## src/rtl/i2c_regmap_if.sv

```systemverilog
// Slave-to-regmap link: SCL-domain address/data/strobes in, rdata back out.
interface i2c_regmap_if;
  logic       i2c_active;
  logic       wr_en_wdata;
  logic [7:0] addr;
  logic [7:0] wdata;
  logic [7:0] rdata;

  modport master (output i2c_active, wr_en_wdata, addr, wdata, input rdata);
  modport slave  (input i2c_active, wr_en_wdata, addr, wdata, output rdata);
endinterface

```

## src/rtl/i2c_regmap.sv

```systemverilog
// Clock-domain register map behind i2c_slave: synchronises the slave's SCL-domain
// strobes and address into clk, holds config/IRQ/count/ID registers, returns rdata.
module i2c_regmap #(
  parameter int         NUM_RW   = 8,
  parameter logic [7:0] RW_RESET = 8'h00,
  parameter logic [7:0] CHIP_ID  = 8'hA5
) (
  input  logic                clk,
  input  logic                rst,
  i2c_regmap_if.slave         bus,
  input  logic [6:0]          irq_src,
  output logic [8*NUM_RW-1:0] cfg,
  output logic                wr_strobe,
  output logic [7:0]          wr_addr,
  output logic                txn_done,
  output logic                irq
);
  localparam logic [7:0] A_STATUS = 8'hF0;
  localparam logic [7:0] A_MASK   = 8'hF1;
  localparam logic [7:0] A_COUNT  = 8'hF2;
  localparam logic [7:0] A_ID     = 8'hFF;

  typedef enum logic [1:0] {IDLE, CAPTURE, COMMIT} wr_state_e;

  logic [2:0] wsync_q;
  logic [3:0] async_q;
  logic [7:0] a1_q, a2_q, a3_q;
  logic       wr_rise, txn_fall;

  // Write sync resets high so a strobe already asserted at release is not an edge.
  always_ff @(posedge clk) begin
    if (rst) begin
      wsync_q <= 3'b111;
      async_q <= '0;
      a1_q    <= '0;
      a2_q    <= '0;
      a3_q    <= '0;
    end else begin
      wsync_q <= {wsync_q[1:0], bus.wr_en_wdata};
      async_q <= {async_q[2:0], bus.i2c_active};
      a1_q    <= bus.addr;
      a2_q    <= a1_q;
      a3_q    <= a2_q;
    end
  end

  assign wr_rise  = wsync_q[1] & ~wsync_q[2];
  assign txn_fall = async_q[3] & ~async_q[2];

  wr_state_e  state_q;
  logic [7:0] hold_addr_q, hold_data_q;
  logic       wr_strobe_q;
  logic [7:0] wr_addr_q;

  always_ff @(posedge clk) begin
    if (rst) begin
      state_q     <= IDLE;
      hold_addr_q <= '0;
      hold_data_q <= '0;
      wr_strobe_q <= 1'b0;
      wr_addr_q   <= '0;
    end else begin
      wr_strobe_q <= 1'b0;
      case (state_q)
        IDLE:    if (wr_rise) state_q <= CAPTURE;
        CAPTURE: begin
          // addr/wdata have been stable for at least two clk by now
          hold_addr_q <= bus.addr;
          hold_data_q <= bus.wdata;
          state_q     <= COMMIT;
        end
        COMMIT: begin
          wr_strobe_q <= 1'b1;
          wr_addr_q   <= hold_addr_q;
          state_q     <= IDLE;
        end
        default: state_q <= IDLE;
      endcase
    end
  end

  logic                   commit, overrun;
  logic [NUM_RW-1:0][7:0] cfg_q, cfg_d;
  logic [7:0]             status_q, status_d;
  logic [7:0]             mask_q, mask_d;
  logic [7:0]             count_q, count_d;
  logic [7:0]             rdata_q, rdata_d;
  logic [7:0]             rd_val, clr;
  logic                   irq_q, irq_d;
  logic                   txn_done_q, txn_done_d;

  assign commit  = (state_q == COMMIT);
  assign overrun = wr_rise & (state_q != IDLE);

  always_comb begin
    cfg_d   = cfg_q;
    mask_d  = mask_q;
    count_d = count_q;
    clr     = 8'h00;
    if (commit) begin
      count_d = count_q + 8'd1;
      for (int i = 0; i < NUM_RW; i++)
        if (hold_addr_q == 8'(i)) cfg_d[i] = hold_data_q;
      case (hold_addr_q)
        A_STATUS: clr    = hold_data_q;
        A_MASK:   mask_d = hold_data_q;
        default:  ;
      endcase
    end
    // set after clear so a coincident source keeps its bit
    status_d = (status_q & ~clr) | {overrun, irq_src};
    irq_d    = |(status_q & mask_q);
    txn_done_d = txn_fall;
  end

  always_comb begin
    rd_val = 8'h00;
    for (int i = 0; i < NUM_RW; i++)
      if (a2_q == 8'(i)) rd_val = cfg_q[i];
    case (a2_q)
      A_STATUS: rd_val = status_q;
      A_MASK:   rd_val = mask_q;
      A_COUNT:  rd_val = count_q;
      A_ID:     rd_val = CHIP_ID;
      default:  ;
    endcase
    // only update on two matching samples, which rejects skewed multi-bit captures
    rdata_d = (a2_q == a3_q) ? rd_val : rdata_q;
  end

  always_ff @(posedge clk) begin
    if (rst) begin
      cfg_q      <= {NUM_RW{RW_RESET}};
      status_q   <= '0;
      mask_q     <= '0;
      count_q    <= '0;
      rdata_q    <= '0;
      irq_q      <= 1'b0;
      txn_done_q <= 1'b0;
    end else begin
      cfg_q      <= cfg_d;
      status_q   <= status_d;
      mask_q     <= mask_d;
      count_q    <= count_d;
      rdata_q    <= rdata_d;
      irq_q      <= irq_d;
      txn_done_q <= txn_done_d;
    end
  end

  assign cfg       = cfg_q;
  assign wr_strobe = wr_strobe_q;
  assign wr_addr   = wr_addr_q;
  assign txn_done  = txn_done_q;
  assign irq       = irq_q;
  assign bus.rdata = rdata_q;
endmodule

```

## src/flat_wrapper.sv

```systemverilog
// flat-port wrapper written by rule: the top's interface ports become plain ports
module i2c_regmap_flat 
#(
  parameter int         NUM_RW   = 8,
  parameter logic [7:0] RW_RESET = 8'h00,
  parameter logic [7:0] CHIP_ID  = 8'hA5
)
  (clk, rst, irq_src, cfg, wr_strobe, wr_addr, txn_done, irq, bus_i2c_active, bus_wr_en_wdata, bus_addr, bus_wdata, bus_rdata);
  i2c_regmap_if bus_i ();
  input  logic clk;
  input  logic rst;
  input  logic [6:0] irq_src;
  output logic [8*NUM_RW-1:0] cfg;
  output logic wr_strobe;
  output logic [7:0] wr_addr;
  output logic txn_done;
  output logic irq;
  input wire logic [$bits(bus_i.i2c_active)-1:0] bus_i2c_active;
  input wire logic [$bits(bus_i.wr_en_wdata)-1:0] bus_wr_en_wdata;
  input wire logic [$bits(bus_i.addr)-1:0] bus_addr;
  input wire logic [$bits(bus_i.wdata)-1:0] bus_wdata;
  output wire logic [$bits(bus_i.rdata)-1:0] bus_rdata;
  assign bus_i.i2c_active = bus_i2c_active;
  assign bus_i.wr_en_wdata = bus_wr_en_wdata;
  assign bus_i.addr = bus_addr;
  assign bus_i.wdata = bus_wdata;
  assign bus_rdata = bus_i.rdata;
  i2c_regmap #(.NUM_RW(NUM_RW), .RW_RESET(RW_RESET), .CHIP_ID(CHIP_ID)) u_core (.clk(clk), .rst(rst), .bus(bus_i), .irq_src(irq_src), .cfg(cfg), .wr_strobe(wr_strobe), .wr_addr(wr_addr), .txn_done(txn_done), .irq(irq));
endmodule
```

## config.mk

```make
export PLATFORM = sky130hd
export DESIGN_NAME = i2c_regmap_flat
export DESIGN_NICKNAME = d
export VERILOG_FILES = /design/src/rtl/i2c_regmap_if.sv /design/src/rtl/i2c_regmap.sv /design/src/flat_wrapper.sv
export SDC_FILE = /design/constraint.sdc
export NUM_CORES = 1
export LEC_CHECK = 0
export CORE_MARGIN = 4
export CORE_UTILIZATION = 24
export DETAILED_ROUTE_END_ITERATION = 8
export REMOVE_ABC_BUFFERS = 1
export SLEW_MARGIN = 20
export SYNTH_ARGS = -nofsm -noshare
export SYNTH_HDL_FRONTEND = slang
export SYNTH_SLANG_ARGS = --single-unit
export TNS_END_PERCENT = 20
```

## constraint.sdc

```tcl
create_clock -name clk -period 3.26 [get_ports clk]
set_input_delay 0.815 -clock clk [delete_from_list [all_inputs] [get_ports clk]]
set_output_delay 0.815 -clock clk [all_outputs]
set_load 0.02 [all_outputs]
```

==> run_results.csv, run 1 <==
group,metric,value,unit
outcome,status,"finished, final reports clean",
floorplan,initial_core_util,24.3,%
drt,antenna_left,0,
worst_setup_path,cp.required,3590,ps
global_route,use_met3,2.90,%
final_layout,nNetsFinal,782,
synth,synth-compound-area-share,9.60,%
synth,synth-simple-area-share,19.3,%
synth,synthXorXnorAreaFrac,1.95,%
pwr,peakVddDrop,0.301,mV
timing,rsz0062_at_grt,"false",
timing,post-route-period-util,72.9,%
final_layout,antenna_cells,0,
timing,tns,0,ps
synth,ys_warn_count,0,
global_route,grt_max_degree,57,
worst_setup_path,critPathTopFamily,"simple AND/OR/NAND/NOR gates",
drt,vias,4913,
worst_setup_path,rr_worst_depth,5,
timing,fmax,421,MHz
placement,port_buffers,109,
drt,viasPerCell,4.46,
synth,avgSynthCellArea,9.51,sq um
floorplan,die_y,170,um
timing,final.setup_skew,10.0,ps
global_route,grt_pass1_wl,28.6,mm
worst_setup_path,critPathKind,"flip-flop to flip-flop",
worst_setup_path,critical-path-slowest-cell,"nor3b_2",
global_route,grt_pass1_vias,4847,
clock_network,root_buffer,"clkbuf_16",
floorplan,die-area,0.0289,sq mm
synth,synth_fa_ha_area_share,0.199,%
synth,netlist_area,0.00630,sq mm
global_route,gr-usage-met2,21.1,%
drt,firstDrtPassIters,4,
pwr,total_power,4.30,mW
min_path,hp-class,"flip-flop to flip-flop",
worst_setup_path,reg2reg_from,"u_core.a2_q[4]",
final_layout,final_common_cell,"dfxtp_1",
placement,dp.cells,1070,
final_layout,finalNonFillerCells,1102,
worst_setup_path,worstPathCellList,"or4_4 > nor3b_2 > nand3_2 > a2bb2oi_1 > a311oi_1",
synth,ys_ff_latch,156,
worst_setup_path,worstPathBufferInverterCount,0,
global_route,grt-ovfl-total,0,
final_layout,layout_common_cells,"dfxtp_1 (156), clkdlybuf4s50_1 (108), nor2_1 (92)",
drt,drtIter0Drc,299,
clock_network,clock_latency,420,ps
floorplan,fp.dieW,170,um
global_route,antenna_found_initial,0,
timing,period_needed,2380,ps
synth,syn-instance-count,662,
timing,slew_viol_final,0,
clock_network,clock_sinks,156,
clock_network,clock_path_buffers,2,
synth,synth_cell_types,46,
worst_setup_path,endpoint_kind,"flip-flop",
final_layout,drive_gt1_share,9.91,%
drt,avgRoutedWirePerCell,16.6,um
floorplan,core,0.0259,sq mm
timing,timing.final.ws_setup,884,ps
min_path,whs_path_depth,1,
worst_setup_path,regToRegSetupSlack,880,ps
floorplan,row_count,59,
timing,setup_viol,0,
timing,max_slew.worst_pin.slew,976,ps
placement,dp_hpwl,13.2,mm
worst_setup_path,arrival,2700,ps
worst_setup_path,reg2reg_to,"u_core.bus.rdata[5]",
worst_setup_path,startpoint_type,"flip-flop",
synth,synthMuxAreaShare,15.4,%
min_path,min_from,"u_core.wsync_q[0]",
clock_network,cts_buffers,17,
placement,dpl_cell_area,0.00771,sq mm
clock_network,cts_setup_buffers,0,
final_layout,nFillCells,2620,
clock_network,clk_pin_slew_worst_paths,60,ps
drt,drc,0,
final_layout,fin_util,32.2,%
synth,async_reset_ff_share,0,%
clock_network,cts-resized-gates,0,
clock_network,cts_hold_buf,0,
min_path,hold_end,"u_core.wsync_q[1]",
pwr,p_leak,3.07,nW
global_route,track_usage,12.9,%
timing,hold_viol,0,
timing,hold_ws,411,ps
global_route,grt_use_met1,17.0,%
synth,yosys_most_used_dff,"dfxtp_1",
clock_network,htreeDepth,4,
synth,synth_edf_count,0,
placement,place_ws,810,ps
global_route,top_usage_layer,"met2",
pwr,p_per_area,515,mW/mm^2
worst_setup_path,crit_fanout,11,
floorplan,ioPinCount,110,
worst_setup_path,cp.depth,5,
timing,timing.slew.headroom,34.4,%
clock_network,cts_tree,"done",
final_layout,design_area,0.00834,sq mm
worst_setup_path,max_stage_delay,690,ps
job,drv_cap,0,
synth,seq_area_frac_synth,49.6,%
synth,synth_top_family_by_area,"simple AND/OR/NAND/NOR gates",
final_layout,area.growth.synth_to_final,32.5,%
drt,postRouteWirelength,18.3,mm
placement,globalplace.congestion,0.773,
[area by class of cell]
type	count	area, sq um	share of cell area, %
Sequential cell	156	3120	37.4
Multi-Input combinational cell	450	2920	35.0
Timing Repair Buffer	124	1230	14.7
Clock buffer	18	439	5.26
Tap cell	335	419	5.02
Clock inverter	14	194	2.32
Inverter	5	18.8	0.225
[registers in the layout, summed over array words and instances, names as in the netlist]
| signal | flops |
|---|---|
| u_core.state_q | 2 |
| u_core.cfg | 64 |
| u_core.count_q | 8 |
| u_core.a3_q | 8 |
| u_core.wr_addr | 8 |
| u_core.bus.rdata | 8 |
| u_core.status_q | 8 |
| u_core.mask_q | 8 |
| u_core.wsync_q | 3 |
| u_core.hold_addr_q | 8 |
| u_core.hold_data_q | 8 |
| u_core.async_q | 4 |
| u_core.a1_q | 8 |
| u_core.irq | 1 |
| u_core.txn_done | 1 |
| u_core.a2_q | 8 |
| u_core.wr_strobe | 1 |
[cells by family after synthesis]
| kind of cell | after synthesis |
|---|---|
| DFF | 156 |
| adders and majority gates | 1 |
| AOI/OAI and AO/OA | 98 |
| muxes | 83 |
| xor gates and xnor gates | 14 |
| buffers and inverters | 56 |
| and+or+nand+nor | 254 |
[routing by layer]
metal,vias to the layer above,wire length [um]
met4,0,237
met5,-,0
met3,14,815
met1,2334,8500
met2,120,8790
li1,2445,-
[worst max path at each step]
stage                                from             endpoint  slack, ps
finish                     u_core.a2_q[4]  u_core.bus.rdata[5]        880
global route               u_core.a2_q[4]  u_core.bus.rdata[2]        690
CTS                        u_core.a2_q[4]  u_core.bus.rdata[6]        860
detailed placement         u_core.a2_q[4]  u_core.bus.rdata[6]        810
global placement    u_core.hold_addr_q[4]        u_core.cfg[8]        900
floorplan                  u_core.a2_q[0]  u_core.bus.rdata[0]        950
[where the power goes]
| part | internal, mW | switching, mW |
|---|---|---|
| Combinational | 0.105 | 0.121 |
| Sequential | 1.94 | 0.0363 |
| Clock | 1.30 | 0.790 |
| Total | 3.35 | 0.948 |
[synth_stat cells, drive strengths merged, types with 2 or more instances]
master	instances	area, sq um
buf	22	121
inv	5	18.8
or3	2	17.5
or4	3	26.3
or2	5	31.3
xnor2	9	78.8
dfxtp	156	3120
a22oi	8	60.1
a22o	3	26.3
nor2	94	368
mux2i	72	721
nand4	8	50.1
nand3b	3	22.5
a311oi	8	70.1
a211o	3	26.3
xor2	5	43.8
o21ai	22	110
a2bb2oi	3	26.3
mux4	11	248
a21oi	43	215
nand2	86	323
clkbuf	29	111
nand2b	4	25.0
nor3b	4	45.1
nor3	4	31.3
o2bb2ai	3	26.3
nand3	2	20.0
nor2b	36	225
(Power assumes the default switching activity.)
==> run 2: changes to the inputs <==
==> constraint.sdc (replaced) <==
create_clock -name clk -period 1.95 [get_ports clk]
set_input_delay 0.4875 -clock clk [delete_from_list [all_inputs] [get_ports clk]]
set_output_delay 0.4875 -clock clk [all_outputs]
set_load 0.02 [all_outputs]
==> run 2 against run 1 <==
- the flow now finishes with violations (setup timing)
- non-clock buffer count increased by 37
- sequential share of layout area is 2.0 points lower
- maximum frequency increased by 16%
- largest power group unchanged
==> run_results.csv, run 2 (synthesized netlist as in run 1, its figures left out) <==
group,metric,value,unit
global_route,antenna_found_initial,0,
clock_network,clock_path_buffers,2,
timing,period_needed,2050,ps
timing,post-route-period-util,105,%
min_path,hp-class,"input pin to flip-flop",
drt,firstDrtPassIters,6,
floorplan,die-area,0.0289,sq mm
final_layout,finalNonFillerCells,1138,
drt,postRouteWirelength,19.2,mm
final_layout,largest_reg_flops,64,
floorplan,fp.dieW,170,um
global_route,track_usage,13.3,%
worst_setup_path,critPathKind,"flip-flop to flip-flop",
drt,viasPerCell,4.48,
drt,antenna_left,0,
placement,place_ws,-140,ps
floorplan,core,0.0259,sq mm
drt,avgRoutedWirePerCell,16.9,um
final_layout,area.growth.synth_to_final,39.9,%
timing,rsz0062_at_grt,"true",
timing,final.setup_skew,7.41,ps
final_layout,final_common_cell,"dfxtp_1",
timing,timing.slew.headroom,63.7,%
pwr,p_leak,3.83,nW
outcome,status,"finished, violations left",
timing,timing.final.ws_setup,-99.2,ps
timing,slew_viol_final,0,
timing,tns,-1240,ps
floorplan,ioPinCount,110,
placement,dp.cells,1107,
outcome,violations,"setup timing",
final_layout,antenna_cells,0,
global_route,grt_pass1_wl,29.7,mm
global_route,grt_max_degree,67,
floorplan,initial_core_util,24.3,%
drt,drtIter0Drc,377,
clock_network,root_buffer,"clkbuf_16",
worst_setup_path,crit_fanout,7,
global_route,grt-ovfl-total,0,
timing,fmax,488,MHz
clock_network,htreeDepth,4,
clock_network,cts_setup_buffers,0,
worst_setup_path,cp.required,2250,ps
clock_network,clock_sinks,156,
clock_network,cts_tree,"done",
floorplan,die_y,170,um
pwr,p_per_area,860,mW/mm^2
job,drv_cap,0,
final_layout,nNetsFinal,819,
worst_setup_path,startpoint_type,"flip-flop",
floorplan,row_count,59,
clock_network,clock_latency,420,ps
worst_setup_path,arrival,2350,ps
final_layout,layout_common_cells,"dfxtp_1 (155), nor2_1 (92), nand2_1 (86)",
clock_network,clk_pin_slew_worst_paths,60,ps
final_layout,drive_gt1_share,14.3,%
placement,globalplace.congestion,0.789,
pwr,peakVddDrop,0.591,mV
timing,hold_viol,0,
drt,drc,0,
clock_network,cts_buffers,17,
drt,vias,5100,
placement,dp_hpwl,13.8,mm
global_route,grt_pass1_vias,5127,
placement,port_buffers,109,
worst_setup_path,endpoint_kind,"flip-flop",
timing,max_slew.worst_pin.slew,543,ps
clock_network,cts_hold_buf,0,
timing,setup_viol,23,
==> run 2: area by class of cell <==
cell class	count	area, sq um
timing repair buffer	161	1610
inverter	5	18.8
tap	335	419
clock inverter	11	240
clock buffer	20	447
sequential	156	3120
fill	2606	17100
multi-input combinational	450	2940
==> run 2: stage by stage <==
| stage | hold WS [ps] | total power [mW] | util (%) | area [sq um] |
|---|---|---|---|---|
| 3_3_place_gp | 397 | 3.79 | 31.1 | 8060 |
| 6_report | 355 | 7.57 | 34.0 | 8810 |
| 3_5_place_dp | 393 | 3.80 | 31.1 | 8060 |
| 4_1_cts | 342 | 7.66 | 33.7 | 8740 |
| 5_1_grt | 352 | 7.83 | 34.0 | 8810 |
| 2_1_floorplan | 388 | 3.52 | - | 6060 |
==> run 2: routing by layer <==
layer	vias up	track usage (%)	wire [um]
met5	-	0	0
met4	0	4.79	358
met3	25	3.07	849
met2	141	21.1	9140
met1	2422	17.8	8840
li1	2512	-	-
==> run 2: worst paths after layout <==
check                           cells after the start             startpoint  slack [ps]           endpoint
worst max-delay path                                6  u_core.hold_addr_q[4]        -100     u_core.cfg[37]
worst min-delay path                                2                    rst         360     u_core.a3_q[0]
worst max register to register                      6  u_core.hold_addr_q[4]        -100     u_core.cfg[37]
worst min register to register                      1      u_core.wsync_q[0]         410  u_core.wsync_q[1]
==> run 2: repair_timing <==
action | 4_1_cts | 5_1_grt
gates resized for setup | 24 | 27
gates cloned | 0 | 0
endpoints found under the setup margin | 47 | 58
pin swaps | 2 | 4
==> run 2: worst max-delay path: stages (launching register included) <==
cell and delay, ps:
dfxtp_1 310, or4_4 530, or3_4 390, nor3b_4 220
buf_6 180, mux2i_2 230, nor2_1 60
==> run 2: where the power goes <==
| group | internal (mW) | leakage (nW) | switching (mW) |
|---|---|---|---|
| Clock | 2.56 | 0.330 | 1.29 |
| Combinational | 0.198 | 2.23 | 0.229 |
| Sequential | 3.25 | 1.27 | 0.0466 |
